File: config.mk
export PLATFORM = sky130hd
export DESIGN_NAME = fpu_arbiter
export DESIGN_NICKNAME = d
export VERILOG_FILES = /design/src/rtl/fpu_arbiter.sv
export SDC_FILE = /design/constraint.sdc
export NUM_CORES = 1
export LEC_CHECK = 0
export ABC_AREA = 1
export CORE_MARGIN = 2
export CORE_UTILIZATION = 41
export CTS_CLUSTER_SIZE = 24
export DETAILED_ROUTE_END_ITERATION = 6
export GPL_TIMING_DRIVEN = 0
export PLACE_DENSITY = 0.83
export SLEW_MARGIN = 10
export SYNTH_ARGS = -nofsm -noshare
export SYNTH_HDL_FRONTEND = slang
export SYNTH_SLANG_ARGS = --single-unit
File: constraint.sdc
create_clock -name clk -period 6.3 [get_ports clk]
set_input_delay 1.26 -clock clk [delete_from_list [all_inputs] [get_ports clk]]
set_output_delay 1.26 -clock clk [all_outputs]
set_load 0.01 [all_outputs]
File: src/rtl/fpu_arbiter.sv
// Two-requester round-robin front end for a single-precision add/sub FPU.
// Sequences start/ready handshakes and aborts a hung FPU after TIMEOUT cycles.
module fpu_arbiter #(
  parameter int unsigned TIMEOUT = 64
) (
  input  logic        clk,
  input  logic        rst,
  input  logic [1:0]  req_valid,
  input  logic [1:0]  req_op,
  input  logic [63:0] req_a,
  input  logic [63:0] req_b,
  output logic [1:0]  req_ack,
  output logic [1:0]  rsp_valid,
  output logic [31:0] rsp_data,
  output logic        rsp_timeout,
  output logic        busy,
  output logic        fpu_start,
  output logic        fpu_op,
  output logic [31:0] fpu_a,
  output logic [31:0] fpu_b,
  input  logic        fpu_ready,
  input  logic [31:0] fpu_c,
  output logic        fpu_rst
);

  typedef enum logic [2:0] {IDLE, ISSUE, WAIT_LOW, WAIT_HIGH, ABORT, RESP} state_t;

  localparam logic [7:0] TIMEOUT_LAST = 8'(TIMEOUT - 1);
  localparam logic [31:0] QNAN = 32'h7FC0_0000;

  state_t      state_q, state_d;
  logic        last_q, last_d;
  logic        gnt_q, gnt_d;
  logic [7:0]  cnt_q, cnt_d;
  logic [31:0] rsp_data_q, rsp_data_d;
  logic        rsp_timeout_q, rsp_timeout_d;
  logic        fpu_op_q, fpu_op_d;
  logic [31:0] fpu_a_q, fpu_a_d;
  logic [31:0] fpu_b_q, fpu_b_d;
  logic        grant_sel;
  logic        timeout_hit;
  logic        abort_pulse;

  // With both requesting, the one not served last wins; otherwise the lone one.
  assign grant_sel   = (req_valid == 2'b11) ? ~last_q : req_valid[1];
  assign timeout_hit = (cnt_q == TIMEOUT_LAST);

  always_comb begin
    state_d       = state_q;
    last_d        = last_q;
    gnt_d         = gnt_q;
    cnt_d         = cnt_q;
    rsp_data_d    = rsp_data_q;
    rsp_timeout_d = rsp_timeout_q;
    fpu_op_d      = fpu_op_q;
    fpu_a_d       = fpu_a_q;
    fpu_b_d       = fpu_b_q;
    req_ack       = 2'b00;
    rsp_valid     = 2'b00;
    fpu_start     = 1'b0;
    abort_pulse   = 1'b0;
    case (state_q)
      IDLE: begin
        if (!rst && (req_valid != 2'b00)) begin
          req_ack  = grant_sel ? 2'b10 : 2'b01;
          gnt_d    = grant_sel;
          last_d   = grant_sel;
          fpu_op_d = req_op[grant_sel];
          fpu_a_d  = grant_sel ? req_a[63:32] : req_a[31:0];
          fpu_b_d  = grant_sel ? req_b[63:32] : req_b[31:0];
          state_d  = ISSUE;
        end
      end
      ISSUE: begin
        fpu_start = fpu_ready;
        if (fpu_ready) begin
          cnt_d   = 8'd0;
          state_d = WAIT_LOW;
        end
      end
      WAIT_LOW: begin
        cnt_d = cnt_q + 8'd1;
        if (timeout_hit)     state_d = ABORT;
        else if (!fpu_ready) state_d = WAIT_HIGH;
      end
      WAIT_HIGH: begin
        cnt_d = cnt_q + 8'd1;
        // Completion is checked first so a result arriving on the last allowed cycle is kept.
        if (fpu_ready) begin
          rsp_data_d    = fpu_c;
          rsp_timeout_d = 1'b0;
          state_d       = RESP;
        end else if (timeout_hit) begin
          state_d = ABORT;
        end
      end
      ABORT: begin
        abort_pulse   = 1'b1;
        rsp_data_d    = QNAN;
        rsp_timeout_d = 1'b1;
        state_d       = RESP;
      end
      RESP: begin
        rsp_valid = gnt_q ? 2'b10 : 2'b01;
        state_d   = IDLE;
      end
      default: state_d = IDLE;
    endcase
  end

  always_ff @(posedge clk or posedge rst) begin
    if (rst) begin
      state_q       <= IDLE;
      last_q        <= 1'b1;
      gnt_q         <= 1'b0;
      cnt_q         <= 8'd0;
      rsp_data_q    <= 32'd0;
      rsp_timeout_q <= 1'b0;
      fpu_op_q      <= 1'b0;
      fpu_a_q       <= 32'd0;
      fpu_b_q       <= 32'd0;
    end else begin
      state_q       <= state_d;
      last_q        <= last_d;
      gnt_q         <= gnt_d;
      cnt_q         <= cnt_d;
      rsp_data_q    <= rsp_data_d;
      rsp_timeout_q <= rsp_timeout_d;
      fpu_op_q      <= fpu_op_d;
      fpu_a_q       <= fpu_a_d;
      fpu_b_q       <= fpu_b_d;
    end
  end

  assign rsp_data    = rsp_data_q;
  assign rsp_timeout = rsp_timeout_q;
  assign fpu_op      = fpu_op_q;
  assign fpu_a       = fpu_a_q;
  assign fpu_b       = fpu_b_q;
  assign busy        = (state_q != IDLE);
  assign fpu_rst     = rst | abort_pulse;

endmodule

==> results.md, run 1 <==
- Status: finished clean
- Largest net degree at the start of global routing: 92
- Cell family with most CP delay: buffers and inverters
- CP Depth: 10
- Final Skew: 0.00886 ns
- Logic pwr share: 0.472
- Post-layout nets: 917
- Reg2reg path depth: 7
- Most common cell after layout, fill and taps aside: clkdlybuf4s50_1
- Highest layer used for signal routing: met4
- Drt first-iter violations: 281
- Clock buffer depth: 2
- Full die area: 0.0123 sq mm
- Max_cap viols: 0
- Sw Ratio: 0.344
- Fin. max-slew vios: 0
- Pwr dens: 429 mW/mm^2
- H-tree levels: 3
- Worst Path Buf+Inv: 7
- Sequential power share: 0.359
- Die W: 111 um
- RSZ-0062 raised after global routing: false
- Post-CTS sizing: 0
- Power share of the clock group: 0.169
- Worst r2r src: state_q[0]
- Average size of a mapped cell: 10.0 sq um
- Crit path max fanout: 91
- Class of the worst hold path: reg -> reg
- Number of cell rows: 39
- Met2 routed WL: 7.98 mm
- Crit path cell chain: clkdlybuf4s50_1, inv_6, buf_16, o21ai_1, inv_1, nand2_1, nor2_2, buf_4, buf_4, clkdlybuf4s50_1
- Syn Std Cell Area: 0.00468 sq mm
- Layout cells sized above 1: 0.0703
- Remaining antenna violation count after routing: 0
- Initial antenna violation count: 0
- Synth-to-layout area growth: 68.8%
- HPWL after DPL: 11.9 mm
- Die H: 111 um
- Post-synthesis sequential element count: 111
- Routed vias/inst: 5.14
- Post-Synthesis Net Count: 634
- Hold path start: last_q
- Drt total wl: 15.7 mm
- Via total after detailed routing: 4610
- I/O pin count: 272
- CP startpoint: rst
- Most frequent cells in the layout: clkdlybuf4s50_1 (271), nand2_1 (158), dfrtp_1 (110), a22oi_1 (65), a22o_1 (23)
- Register clock-pin slew on the reported worst setup and hold paths: 0.07 ns
- Clock Root Buffer: clkbuf_16
- GRT overflow: 0
- Fmax: 192 MHz
- CP peak stage delay: 0.57 ns
- Netlist cell types: 26
- Tot Pwr: 3.39 mW
- Crit path time final: 5.21 ns
- Fill cell count: 849
- Drt wl/cell: 17.5 um
- Port-buffer cells: 271
- Sw power: 1.16 mW
- Peak VDD IR: 0.225 mV
- Vias in the first global route: 4900
- Setup bufs post-CTS: 0
- Startpoint types: input pin
- Cts hold-fix bufs: 0
- Internal Power: 2.23 mW
- Lkg Pwr: 3.55 nW
- Seq/Total Area, Yosys: 0.593
- Total core area: 0.0113 sq mm
- Worst EP arrival: 3.95 ns
- Crit path kind: in -> out
- Critical Path RT: 5.04 ns
- CTS tree: built
- Total Routing Usage GR: 0.261
- Global-route wire length before repair: 25.2 mm
- N_diodes: 0
- Slowest stage cell, crit path: clkdlybuf4s50_1
- Routability congestion estimate: 0.872
- Post-route setup TNS: 0 ns
- Crit. End Element: output port
- Starting Density: 0.415
- Post-synthesis instance total: 466
- Final period utilization: 0.827
- DR WL met3: 1.21 mm
- Initial DRT Pass Iterations: 5
- Ys Warns: 0
- Slew margin rel.: 0.660
- CTS Sinks: 111
- Hold depth: 2
- Least-Margin Pin Slew: 0.510 ns
- Final count of negative-setup-slack endpoints: 0
- Total CTS buffers: 9
- Final hold vios: 0
- WL met1: 5.84 mm
- DRC Markers: 0
- Clock latency on the worst-skew pair: 0.35 ns
[cells by family (layout without fill, tap and decap cells)]
family,after synthesis,after routing,share of synthesized area
and+or+nand+nor,196,196,0.169
DFF,111,111,0.593
AOI/OAI and AO/OA,109,109,0.178
buffers and inverters,48,336,0.0556
adders and majority gates,1,1,0.00267
xor gates and xnor gates,1,1,0.00187
[sequential cells by signal, summed over array words and instances (netlist names)]
| name | flops |
|---|---|
| state_q | 3 |
| rsp_data | 32 |
| gnt_q | 1 |
| fpu_a | 32 |
| fpu_b | 32 |
| last_q | 1 |
| fpu_op | 1 |
| rsp_timeout | 1 |
| cnt_q | 8 |
[worst register-to-register path: stages, from the launching register on]
cell	delay, ns
dfrtp_1	0.44
nor2_2	0.14
inv_2	0.06
nor2_4	0.13
nand2_2	0.13
clkbuf_1	0.28
a22oi_1	0.28
nand2_1	0.11
[per-stage QoR]
stage                     instances  setup slack, ns  hold slack [ns]  instance area, sq um  utilization
after floorplan                 466             1.64            0.450                  4680            -
after global placement          880           -0.171            0.460                  7570        0.672
after detailed placement        881             1.06            0.468                  7610        0.675
after CTS                       897             1.06            0.479                  7910        0.701
after global routing            897            0.843            0.509                  7910        0.701
final                           897             1.09            0.478                  7910        0.701
[routing by layer]
metal,up-vias,GRT usage
li1,2157,-
met1,2198,0.290
met2,208,0.453
met3,47,0.0809
met4,0,0.128
met5,-,0
[area by class of cell]
type,instances,area (sq um),area share
multi-input cells,307,1640,0.208
clock inverters,6,60.1,0.00760
clock buffers,10,239,0.0302
plain buffers,26,178,0.0225
repair buffers,272,2740,0.347
inverters,22,87.6,0.0111
well taps,143,179,0.0226
flip-flops and latches,111,2780,0.351
[final timing paths]
| kind | endpoint | slack (ns) |
|---|---|---|
| worst max-delay path | req_ack[0] | 1.09 |
| worst min-delay path | last_q | 0.48 |
| min in group asynchronous | cnt_q[5] | 1.23 |
| worst max register to register | fpu_a[7] | 4.62 |
| max in group asynchronous | last_q | 4.34 |
| worst min register to register | last_q | 0.48 |
[Yosys cell counts]
library cell	number	area, sq um
a21oi_1	4	20.0
a22o_1	23	201
a22oi_1	65	488
buf_2	10	50.1
buf_4	6	45.0
buf_6	6	67.6
clkbuf_1	4	15.0
dfrtp_1	110	2750
dfstp_2	1	26.3
ha_1	1	12.5
inv_1	16	60.1
inv_2	6	22.5
nand2_1	158	593
nand2_2	1	6.26
nand3_1	10	50.1
nand4_1	1	6.26
nor2_1	15	56.3
nor2_2	3	18.8
nor2_4	3	33.8
nor3_1	5	25.0
o211ai_1	1	7.51
o21a_1	1	7.51
o21ai_0	3	15.0
o21ai_1	3	15.0
o22a_1	9	78.8
xor2_1	1	8.76
[power groups by stage]
| stage | clock, mW | sequential, mW | combinational (mW) |
|---|---|---|---|
| detailed placement | 0 | 1.22 | 1.60 |
| global route | 0.617 | 1.26 | 1.74 |
| floorplan | 0 | 1.33 | 0.604 |
| finish | 0.572 | 1.22 | 1.60 |
| global placement | 0 | 1.21 | 1.56 |
| CTS | 0.584 | 1.21 | 1.62 |
(Power assumes the default switching activity.)
==> inputs of run 2 (changes only) <==
--- a/config.mk
+++ b/config.mk
@@ -7,11 +7,11 @@
 export LEC_CHECK = 0
 export ABC_AREA = 1
 export CORE_MARGIN = 2
-export CORE_UTILIZATION = 41
+export CORE_UTILIZATION = 38
 export CTS_CLUSTER_SIZE = 24
 export DETAILED_ROUTE_END_ITERATION = 6
 export GPL_TIMING_DRIVEN = 0
-export PLACE_DENSITY = 0.83
+export PLACE_DENSITY = 0.77
 export SLEW_MARGIN = 10
 export SYNTH_ARGS = -nofsm -noshare
 export SYNTH_HDL_FRONTEND = slang
==> constraint.sdc (replaced) <==
create_clock -name clk -period 5.05 [get_ports clk]
set_input_delay 1.01 -clock clk [delete_from_list [all_inputs] [get_ports clk]]
set_output_delay 1.01 -clock clk [all_outputs]
set_load 0.01 [all_outputs]
==> run 2 against run 1 <==
Effect of this change: clock-buffer cell count grew 3; via count is essentially flat; combinational power grew 25%; routed wire length grew 0.18%; power grew 26%; sequential power grew 24%; sequential share of layout area shrank 0.072 points; critical path depth is the same; cell count grew 0.45%; clock skew shrank 0.0032 ns; sequential cell count is the same; global-route usage shrank 2.0 points.
==> results.md, run 2 (synthesis gave the netlist of run 1 again) <==
- Status: finished clean
- Met3 usage: 0.105 (+0.0240)
- Post-CTS sizing: 0 (unchanged)
- Critical Path RT: 4.04 ns (-1.00 ns)
- Post-placement cell area: 0.00761 sq mm (about the same)
- Fmax: 213 MHz
- Die W: 115 um (+3.7%)
- Routed vias/inst: 5.11 (-0.49%)
- Vias in the first global route: 4962 (+1.3%)
- Die H: 115 um (+3.7%)
- GR peak layer: met2
- Sw power: 1.45 mW (+25%)
- Routability congestion estimate: 0.833 (-4.5%)
- Final period utilization: 0.931
- Crit path cell chain: clkdlybuf4s50_1, clkinv_4, buf_16, o21ai_1, inv_1, nand2_1, nor2_2, buf_4, buf_4, clkdlybuf4s50_1
- Power share of the clock group: 0.176 (+0.007)
- Crit path time final: 4.70 ns
- Clock Root Buffer: clkbuf_16
- Internal Power: 2.80 mW (+26%)
- Slowest stage cell, crit path: clkdlybuf4s50_1
- Fin. max-slew vios: 0 (unchanged)
- Worst r2r src: state_q[0]
- Number of cell rows: 40 (+2.6%)
- Clock latency on the worst-skew pair: 0.36 ns (about the same)
- CP peak stage delay: 0.56 ns (about the same)
- Full die area: 0.0132 sq mm (+7.6%)
- Cts hold-fix bufs: 0 (unchanged)
- Total CTS buffers: 9 (unchanged)
- Most common cell after layout, fill and taps aside: clkdlybuf4s50_1
- Largest net degree at the start of global routing: 67 (-27%)
- CP startpoint: rst
- Least-Margin Pin Slew: 0.485 ns (-0.0241 ns)
- Crit. End Element: output port
- CTS tree: built
- Final hold vios: 0 (unchanged)
- Synth-to-layout area growth: 69.2%
- Crit path kind: in -> out
- Remaining antenna violation count after routing: 0 (unchanged)
- Sw Ratio: 0.341 (-0.00241)
- Post-layout nets: 917 (unchanged)
- CTS Sinks: 111 (unchanged)
- Initial DRT Pass Iterations: 5 (unchanged)
- Clock buffer depth: 2 (unchanged)
- Drt total wl: 15.7 mm (+0.18%)
- Post-route setup TNS: 0 ns (unchanged)
- N_diodes: 0 (unchanged)
- Setup bufs post-CTS: 0 (unchanged)
- Class of the worst hold path: reg -> reg
- Logic pwr share: 0.469 (-0.003)
- Final Skew: 0.00569 ns (-0.00317 ns)
- Peak VDD IR: 0.340 mV (+52%)
- H-tree levels: 3 (unchanged)
- Pre-CTS setup slack: 0.224 ns (-0.840 ns)
- HPWL after DPL: 12.1 mm (+1.1%)
- Startpoint types: input pin
- Starting Density: 0.390 (-0.0256)
- Global-route wire length before repair: 24.5 mm (-3.0%)
- Post-route worst setup slack: 0.350 ns (-0.743 ns)
- Lkg Pwr: 3.56 nW (+0.31%)
- Worst EP arrival: 3.69 ns (-0.26 ns)
- Hold path start: last_q
- Design area: 0.00792 sq mm (+0.21%)
- M2 GR Usage: 0.430 (-0.0230)
- Pwr dens: 537 mW/mm^2 (+25%)
- Crit path max fanout: 66 (-27%)
- RSZ-0062 raised after global routing: false
- Final count of negative-setup-slack endpoints: 0 (unchanged)
- Fill cell count: 1018 (+20%)
- Slew margin rel.: 0.676 (+0.0161)
- Drt wl/cell: 17.4 um (-0.26%)
- Total core area: 0.0120 sq mm (+6.6%)
- Cell family with most CP delay: buffers and inverters
- Worst Path Buf+Inv: 7 (unchanged)
- I/O pin count: 272 (unchanged)
- Tot Pwr: 4.26 mW (+26%)
- Total Routing Usage GR: 0.241 (-0.0201)
- Post-Route Utilization: 0.660 (-0.0418)
- Initial antenna violation count: 0 (unchanged)
- Met1 Use GR: 0.251 (-0.0384)
- Drt first-iter violations: 314 (+12%)
- Port-buffer cells: 271 (unchanged)
- Register clock-pin slew on the reported worst setup and hold paths: 0.07 ns (about the same)
- GRT overflow: 0 (unchanged)
- Max_cap viols: 0 (unchanged)
- DRC Markers: 0 (unchanged)
- Sequential power share: 0.356 (-0.003)
- Layout cells sized above 1: 0.0690 (-0.00133)
- Via total after detailed routing: 4608 (-0.043%)
- Most frequent cells in the layout: clkdlybuf4s50_1 (271), nand2_1 (158), dfrtp_1 (110), a22oi_1 (65), a22o_1 (23)
run 2: power by group through the flow:
| stage | Sequential, mW | Clock (mW) | Combinational [mW] |
|---|---|---|---|
| CTS | 1.51 | 0.762 | 2.03 |
| detailed placement | 1.52 | 0 | 2.01 |
| floorplan | 1.66 | 0 | 0.753 |
| global route | 1.56 | 0.799 | 2.17 |
| finish | 1.51 | 0.747 | 2.00 |
| global placement | 1.50 | 0 | 1.96 |
run 2: tightest hold or removal path: cells and delay by family, from the launching register on:
family           cells  cell delay, ns
AND/OR/NAND/NOR      1            0.05
flip-flops           1            0.37
AO/OA/AOI/OAI        1            0.06
run 2: layout make-up:
class | instances | area [sq um] | share of cell area
buffer | 26 | 178 | 0.0224
clock buffer | 13 | 270 | 0.0341
clock inverter | 3 | 40.0 | 0.00505
inverter | 22 | 87.6 | 0.0111
multi-input combinational | 307 | 1640 | 0.208
sequential | 111 | 2780 | 0.351
tap | 147 | 184 | 0.0232
timing repair buffer | 272 | 2740 | 0.346
run 2: worst paths after layout:
check / endpoint / slack, ns / depth (start not counted)
max: req_ack[0] / 0.35 / 10
max in group asynchronous: last_q / 3.32 / 3
min: last_q / 0.48 / 2
min reg2reg: last_q / 0.48 / 2
max reg2reg: fpu_b[16] / 3.41 / 8
min in group asynchronous: fpu_a[15] / 1.03 / 2
run 2: routing by layer:
layer  wire length [um]  vias to the layer above
li1                   -                     2159
met1               5710                     2223
met2               8040                      190
met3               1470                       36
met4                487                        0
met5                  0                        -
run 2: per-stage QoR:
step | hold WS [ns] | std cells
2_1_floorplan | 0.450 | 466
3_3_place_gp | 0.459 | 884
3_5_place_dp | 0.469 | 885
4_1_cts | 0.480 | 901
5_1_grt | 0.517 | 901
6_report | 0.478 | 901
